--- src/rtl/dht11_frame_pkt.sv ---
`default_nettype none
// ============================================================================
// Module : dht11_frame_pkt
// Checksums a 40-bit DHT11 frame and streams it as a 7-byte packet over a
// valid/ready byte interface. Define DHT11_ERR_CNT_EN to add the err_cnt port.
// Rev    : 1.0
// ============================================================================
module dht11_frame_pkt (
  input  logic        clk_50m,
  input  logic        rst_n,
  input  logic [39:0] frame_in,
  input  logic        frame_vld,
  output logic        busy,
  output logic [7:0]  tx_data,
  output logic        tx_vld,
  input  logic        tx_rdy,
  output logic [7:0]  hum_int,
  output logic [7:0]  tmp_int,
  output logic        data_ok,
  output logic        crc_err,
  output logic        drop
`ifdef DHT11_ERR_CNT_EN
  ,
  output logic [7:0]  err_cnt
`endif
);

  typedef enum logic [1:0] {
    IDLE  = 2'd0,
    CHECK = 2'd1,
    SEND  = 2'd2
  } state_t;

  state_t      state_q, state_d;
  logic [39:0] frame_q, frame_d;
  logic [2:0]  idx_q, idx_d;
  logic [7:0]  hum_q, hum_d;
  logic [7:0]  tmp_q, tmp_d;
  logic        ok_q, ok_d;
  logic        crc_err_q, crc_err_d;
  logic        drop_q, drop_d;
  logic [7:0]  sum;

  assign sum = frame_q[39:32] + frame_q[31:24] + frame_q[23:16] + frame_q[15:8];

  always_ff @(posedge clk_50m or negedge rst_n) begin
    if (!rst_n) begin
      state_q   <= IDLE;
      frame_q   <= '0;
      idx_q     <= '0;
      hum_q     <= '0;
      tmp_q     <= '0;
      ok_q      <= 1'b0;
      crc_err_q <= 1'b0;
      drop_q    <= 1'b0;
    end else begin
      state_q   <= state_d;
      frame_q   <= frame_d;
      idx_q     <= idx_d;
      hum_q     <= hum_d;
      tmp_q     <= tmp_d;
      ok_q      <= ok_d;
      crc_err_q <= crc_err_d;
      drop_q    <= drop_d;
    end
  end

  always_comb begin
    state_d   = state_q;
    frame_d   = frame_q;
    idx_d     = idx_q;
    hum_d     = hum_q;
    tmp_d     = tmp_q;
    ok_d      = ok_q;
    crc_err_d = 1'b0;
    drop_d    = frame_vld && (state_q != IDLE);
    case (state_q)
      IDLE: begin
        if (frame_vld) begin
          frame_d = frame_in;
          state_d = CHECK;
        end
      end
      CHECK: begin
        if (sum == frame_q[7:0]) begin
          hum_d   = frame_q[39:32];
          tmp_d   = frame_q[23:16];
          ok_d    = 1'b1;
          idx_d   = 3'd0;
          state_d = SEND;
        end else begin
          crc_err_d = 1'b1;
          state_d   = IDLE;
        end
      end
      SEND: begin
        if (tx_rdy) begin
          if (idx_q == 3'd6) begin
            state_d = IDLE;
          end else begin
            idx_d = idx_q + 3'd1;
          end
        end
      end
      default: state_d = IDLE;
    endcase
  end

  // The captured frame is frozen while busy, so it doubles as the packet store.
  always_comb begin
    tx_data = 8'h00;
    if (state_q == SEND) begin
      case (idx_q)
        3'd0:    tx_data = 8'hAA;
        3'd1:    tx_data = 8'h55;
        3'd2:    tx_data = frame_q[39:32];
        3'd3:    tx_data = frame_q[31:24];
        3'd4:    tx_data = frame_q[23:16];
        3'd5:    tx_data = frame_q[15:8];
        3'd6:    tx_data = frame_q[7:0];
        default: tx_data = 8'h00;
      endcase
    end
  end

  assign busy    = (state_q != IDLE);
  assign tx_vld  = (state_q == SEND);
  assign hum_int = hum_q;
  assign tmp_int = tmp_q;
  assign data_ok = ok_q;
  assign crc_err = crc_err_q;
  assign drop    = drop_q;

`ifdef DHT11_ERR_CNT_EN
  logic [7:0] err_cnt_q, err_cnt_d;

  // A simultaneous checksum error and drop count as one event.
  always_comb begin
    err_cnt_d = err_cnt_q;
    if ((crc_err_d || drop_d) && (err_cnt_q != 8'hFF)) begin
      err_cnt_d = err_cnt_q + 8'd1;
    end
  end

  always_ff @(posedge clk_50m or negedge rst_n) begin
    if (!rst_n) begin
      err_cnt_q <= '0;
    end else begin
      err_cnt_q <= err_cnt_d;
    end
  end

  assign err_cnt = err_cnt_q;
`endif

endmodule
`default_nettype wire

--- config.mk ---
export PLATFORM = sky130hd
export DESIGN_NAME = dht11_frame_pkt
export DESIGN_NICKNAME = d
export VERILOG_FILES = /design/src/rtl/dht11_frame_pkt.sv
export SDC_FILE = /design/constraint.sdc
export NUM_CORES = 1
export LEC_CHECK = 0
export CAP_MARGIN = 0
export CORE_MARGIN = 2
export CORE_UTILIZATION = 40
export CTS_CLUSTER_DIAMETER = 40
export DETAILED_ROUTE_END_ITERATION = 10
export PLACE_DENSITY = 0.64
export SLEW_MARGIN = 20
export SYNTH_ARGS = -nofsm -noshare
export SYNTH_HDL_FRONTEND = slang
export SYNTH_SLANG_ARGS = --single-unit
export TNS_END_PERCENT = 1
--- constraint.sdc ---
create_clock -name clk_50m -period 3.7 [get_ports clk_50m]
set_input_delay 0.74 -clock clk_50m [delete_from_list [all_inputs] [get_ports clk_50m]]
set_output_delay 0.74 -clock clk_50m [all_outputs]
set_load 0.02 [all_outputs]
==> results.py, run 1 <==
metrics = {
    "outcome": {
        "status": "finished clean",
    },
    "worst_setup_path": {
        "r2r_end": "hum_int[6]",
        "reg2reg_slack_ns": 0.08,
        "startpoint": "frame_q[9]",
        "end_kind": "flop",
        "critPathMaxFanout": 5,
        "worstSetupPathType": "flop to flop",
        "required_ns": 3.93,
        "crit_path_end": "hum_int[6]",
        "r2r_start": "frame_q[9]",
        "crit_path_start_kind": "flop",
        "worstPathArrival_ns": 3.86,
        "reg2regPathDepth": 12,
    },
    "placement": {
        "hpwl_um": 5880,
        "dpl-instance-area_um2": 4380,
        "gp_congestion": 0.832,
        "port_buffers": 72,
        "place_inst": 448,
    },
    "layout": {
        "drive_gt1_share_pct": 28.1,
        "stdcell_area_um2": 4700,
        "final_cells": 472,
        "area_delta_synth_final_pct": 35.4,
        "fin_nets": 432,
        "n_antenna_cell": 0,
        "final_core_util_pct": 56.6,
    },
    "clock_tree": {
        "cts_sinks": 64,
        "cts_max_path_buffers": 2,
        "root_buffer": "clkbuf_8",
        "cts_max_level": 3,
        "clk_latency_ns": 0.34,
        "cts_buffers": 9,
        "cts_tree": "yes",
        "clk_pin_slew_ns": 0.07,
    },
    "grt": {
        "grt_max_degree": 34,
        "grt_pass1_wl_um": 13600,
        "grt_pass1_vias": 2590,
        "globalRouteTotalUtil_pct": 18.5,
        "antenna_found_initial": 0,
        "gr-total-overflow": 0,
    },
    "floorplanning": {
        "ioPinCount": 73,
        "rows": 33,
        "coreArea_um2": 8300,
        "die_h_um": 97.2,
        "die_area_um2": 9440,
        "initial_core_util_pct": 41.8,
        "fp.dieW_um": 97.2,
    },
    "synth": {
        "synth.avg_cell_area_um2": 12.8,
        "synthesis.area_um2": 3470,
        "ys_seq_elements": 64,
        "synth_area_leaders": "dfrtp_1, mux2_2, fa_1",
        "syn-num-nets": 341,
        "ys_seq_area_share_pct": 46.1,
        "synth_cell_types": 34,
        "ys.warnings.count": 0,
        "synth_top_area_share_pct": 46.1,
        "synth_area_leader_cell": "dfrtp_1",
        "synth_cells": 271,
    },
    "sta": {
        "rsz0062_at_grt": "true",
        "hold_violations": 0,
        "fin_skew_ns": 0.00767,
        "final.min_clock_period_ns": 3.62,
        "drv_slew": 0,
        "tightest_slew_ns": 0.745,
        "finalCritPeriodShare_pct": 97.9,
        "slew_headroom_pct": 50.4,
        "fmax_mhz": 276,
        "setup_viol": 0,
    },
    "routing": {
        "wirelength_um": 8150,
        "dr.pass1.iters": 4,
        "ant_nets": 0,
        "drc": 0,
        "dr_total_vias": 2413,
        "viasPerCell": 5.11,
        "wire_per_inst_um": 17.3,
        "first_iter_violations": 63,
    },
    "run": {
        "drv_cap": 0,
    },
    "hold_path": {
        "hold_class": "primary input to asynchronous set/reset pin",
    },
}
-- routing by layer --
layer	up-vias	part of all wire (%)	GRT usage, %
met3	10	5.0	5.76
met1	1206	44	23.9
met2	67	50	29.4
li1	1130	-	-
met4	0	1.7	6.61
met5	-	0	0
-- critical path, stage by stage, from the launching register on --
cell	delay [ns]
dfrtp_1	0.40
fa_1	0.54
inv_1	0.05
fa_1	0.47
inv_1	0.04
ha_2	0.19
fa_2	0.56
xnor2_2	0.12
nand4_1	0.14
nor3_2	0.15
and4b_4	0.30
bufbuf_16	0.27
mux2_4	0.29
-- final cells by class --
cell class | count | area [µm²]
Inverter | 15 | 56.3
Clock buffer | 11 | 151
Multi-Input combinational cell | 180 | 1760
Tap cell | 105 | 131
Sequential cell | 64 | 1600
Fill cell | 728 | 3600
Timing Repair Buffer | 92 | 945
Clock inverter | 5 | 55.1
-- worst min path at each step --
stage / end / slack [ns] / cells past startpoint
floorplan: crc_err / 0.44 / 0
global placement: data_ok / 0.48 / 1
detailed placement: data_ok / 0.47 / 1
CTS: frame_q[5] / 0.47 / 1
global route: frame_q[31] / 0.52 / 1
finish: frame_q[15] / 0.46 / 1
-- state kept, by name, indices dropped and copies added (netlist names) --
name and count:
hum_int 8, tmp_int 8, frame_q 40, state_q 2
crc_err 1, data_ok 1, idx_q 3, drop 1
-- repair_timing --
item / 4_1_cts / 5_1_grt
hold endpoints to repair: 0 / 0
cloned: 1 / 0
buffers inserted: 6 / 1
setup endpoints to repair: 15 / 18
hold buffers: 0 / 0
pin swaps: 7 / 1
gates resized for setup: 4 / 1
-- metrics by stage --
step                      hold WS (ns)  setup TNS, ns  setup WS, ns
after global placement           0.479              0        0.0308
after CTS                        0.469       -0.00564      -0.00564
after global routing             0.515          -1.04       -0.0886
final                            0.458              0        0.0770
after detailed placement         0.471         -0.345       -0.0362
after floorplan                  0.444              0         0.129
-- synthesized netlist by cell type, drive strengths merged --
cell	count
a211oi	1
a21o	2
a21oi	4
a31oi	9
a32oi	8
and2	1
and4b	1
buf	5
clkbuf	7
dfrtp	64
fa	14
ha	12
inv	15
mux2	57
nand2	19
nand2b	2
nand3	1
nand4	1
nor2	3
nor2b	1
nor3	1
o21ai	19
o21bai	1
o22ai	1
o31ai	1
o41ai	1
or2	2
xnor2	14
xor2	4
-- cells by family after synthesis --
group / after synthesis / synth area share (%)
flip-flops: 64 / 46.1
multiplexers: 57 / 20.1
adder cells (fa/ha/maj): 26 / 12.4
AND/OR/NAND/NOR: 32 / 4.54
AO/OA/AOI/OAI: 47 / 8.58
buffers and inverters: 27 / 3.71
XOR/XNOR: 18 / 4.54
-- placed cells by master, fill, tap and decap left out, drive strengths merged, types with 8 or more instances in the layout --
master          n
a31oi           9
a32oi           8
buf            20
clkbuf         11
clkdlybuf4s50  71
dfrtp          64
fa             14
ha             12
inv            15
mux2           57
nand2          19
o21ai          19
xnor2          14
Power of run 1 is left out: the tool's default activity adds up to more than one toggle a clock period on the data nets, which glitch-free logic cannot reach.
==> inputs of run 2 (changes only) <==
--- a/config.mk
+++ b/config.mk
@@ -6,7 +6,6 @@
 export NUM_CORES = 1
 export LEC_CHECK = 0
 export CAP_MARGIN = 0
-export CORE_MARGIN = 2
 export CORE_UTILIZATION = 40
 export CTS_CLUSTER_DIAMETER = 40
 export DETAILED_ROUTE_END_ITERATION = 10
==> results.py, run 2 (synthesis results as in run 1) <==
metrics = {
    "placement": {
        "dp_slack_ns": -0.0579,
        "gp_congestion": 0.807,
        "port_buffers": 72,
        "place_inst": 449,
        "hpwl_um": 5560,
    },
    "grt": {
        "grt_pass1_wl_um": 12100,
        "globalRouteTotalUtil_pct": 18.2,
        "gr-total-overflow": 0,
        "grt_max_degree": 51,
        "grt_pass1_vias": 2531,
        "antenna_found_initial": 0,
    },
    "worst_setup_path": {
        "reg2reg_slack_ns": 0.04,
        "worst_path_max_delay_cell": "fa_1",
        "r2r_start": "frame_q[25]",
        "crit_path_start_kind": "flop",
        "worstPathArrival_ns": 3.88,
        "reg2regPathDepth": 12,
        "path_buf_inv": 3,
        "critPathMaxFanout": 6,
        "slowest_delay_ns": 0.55,
        "worstSetupPathType": "flop to flop",
        "crit_chain": "fa_1 > inv_1 > fa_1 > inv_1 > ha_2 > fa_2 > xnor2_1 > nand4_1 > nor3_2 > and4b_4 > clkbuf_16 > mux2_4",
        "end_kind": "flop",
        "crit_family": "adder cells",
        "r2r_end": "hum_int[0]",
        "required_ns": 3.92,
    },
    "sta": {
        "setup_tns_ns": 0,
        "slew_headroom_pct": 58.5,
        "hold_violations": 0,
        "fmax_mhz": 273,
        "setup_viol": 0,
        "fin_skew_ns": 0.00777,
        "rsz0062_at_grt": "true",
        "drv_slew": 0,
        "hold_ws_ns": 0.426,
        "finalCritPeriodShare_pct": 99.0,
        "final.min_clock_period_ns": 3.66,
        "postLayoutSetupSlackWorst_ns": 0.0382,
        "tightest_slew_ns": 0.622,
    },
    "layout": {
        "final_cells": 470,
        "fin_nets": 430,
        "drive_gt1_share_pct": 27.7,
        "top_register": "frame_q",
        "layout_commonest_cell": "clkdlybuf4s50_1",
        "area_delta_synth_final_pct": 34.4,
        "final_cell_mix": "clkdlybuf4s50_1, dfrtp_1, mux2_2",
        "n_antenna_cell": 0,
        "largest_reg_flops": 40,
    },
    "run": {
        "drv_cap": 0,
    },
    "floorplanning": {
        "initial_core_util_pct": 41.8,
        "die_h_um": 95.2,
        "die_area_um2": 9060,
        "rows": 33,
        "coreArea_um2": 8300,
        "ioPinCount": 73,
        "fp.dieW_um": 95.2,
    },
    "routing": {
        "first_iter_violations": 91,
        "dr.pass1.iters": 4,
        "viasPerCell": 5.12,
        "wirelength_um": 7630,
        "dr_total_vias": 2407,
        "ant_nets": 0,
        "wire_per_inst_um": 16.2,
        "drc": 0,
    },
    "clock_tree": {
        "root_buffer": "clkbuf_8",
        "cts_max_path_buffers": 2,
        "clk_latency_ns": 0.34,
        "hold_buffers": 0,
        "clk_pin_slew_ns": 0.07,
        "cts_buffers": 9,
        "cts_sinks": 64,
        "cts_tree": "yes",
        "cts_max_level": 3,
    },
    "hold_path": {
        "hold_class": "primary input to asynchronous set/reset pin",
    },
    "outcome": {
        "status": "finished clean",
    },
}
-- run 2: changes by cell type in the layout (fill, tap and decap cells not counted), sizes merged --
cell,delta
clkbuf,+4
bufbuf,-1
clkinv,-1
buf,-2
clkinvlp,-2
-- run 2: per-layer routing --
layer  global-route usage [%]  part of all wire (%)  vias up
met5                        0                     0        -
met4                     5.56                   1.3        0
met3                     5.42                   4.5        9
met2                     30.2                    50       65
met1                     22.7                    44     1201
li1                         -                     -     1132
-- run 2: final cells by class --
cell class,instances,area (µm²)
multi-input combinational,180,1770
inverter,15,56.3
timing repair buffer,90,891
tap,105,131
sequential,64,1600
clock buffer,14,183
clock inverter,2,35.0
fill,718,3630
-- run 2: timing repair --
item / CTS / global route
gates resized for setup: 0 / 8
setup endpoints to repair: 16 / 21
cloned: 0 / 1
buffers inserted: 3 / 1
pin swaps: 2 / 11
-- run 2: worst max path at each step --
stage	start	endpoint	cells past startpoint
5_1_grt	frame_q[25]	tmp_int[4]	13
4_1_cts	frame_q[9]	tmp_int[7]	13
3_5_place_dp	frame_q[9]	tmp_int[7]	13
3_3_place_gp	frame_q[9]	tmp_int[7]	13
2_1_floorplan	frame_q[9]	hum_int[2]	13
6_report	frame_q[25]	hum_int[0]	12
-- run 2: through the flow --
| stage | instance area, µm² | utilization, % |
|---|---|---|
| 5_1_grt | 4670 | 56.2 |
| 3_3_place_gp | 4360 | 52.6 |
| 4_1_cts | 4600 | 55.5 |
| 6_report | 4670 | 56.2 |
| 2_1_floorplan | 3470 | - |
| 3_5_place_dp | 4360 | 52.6 |
Power of run 2 is left out for the same reason.
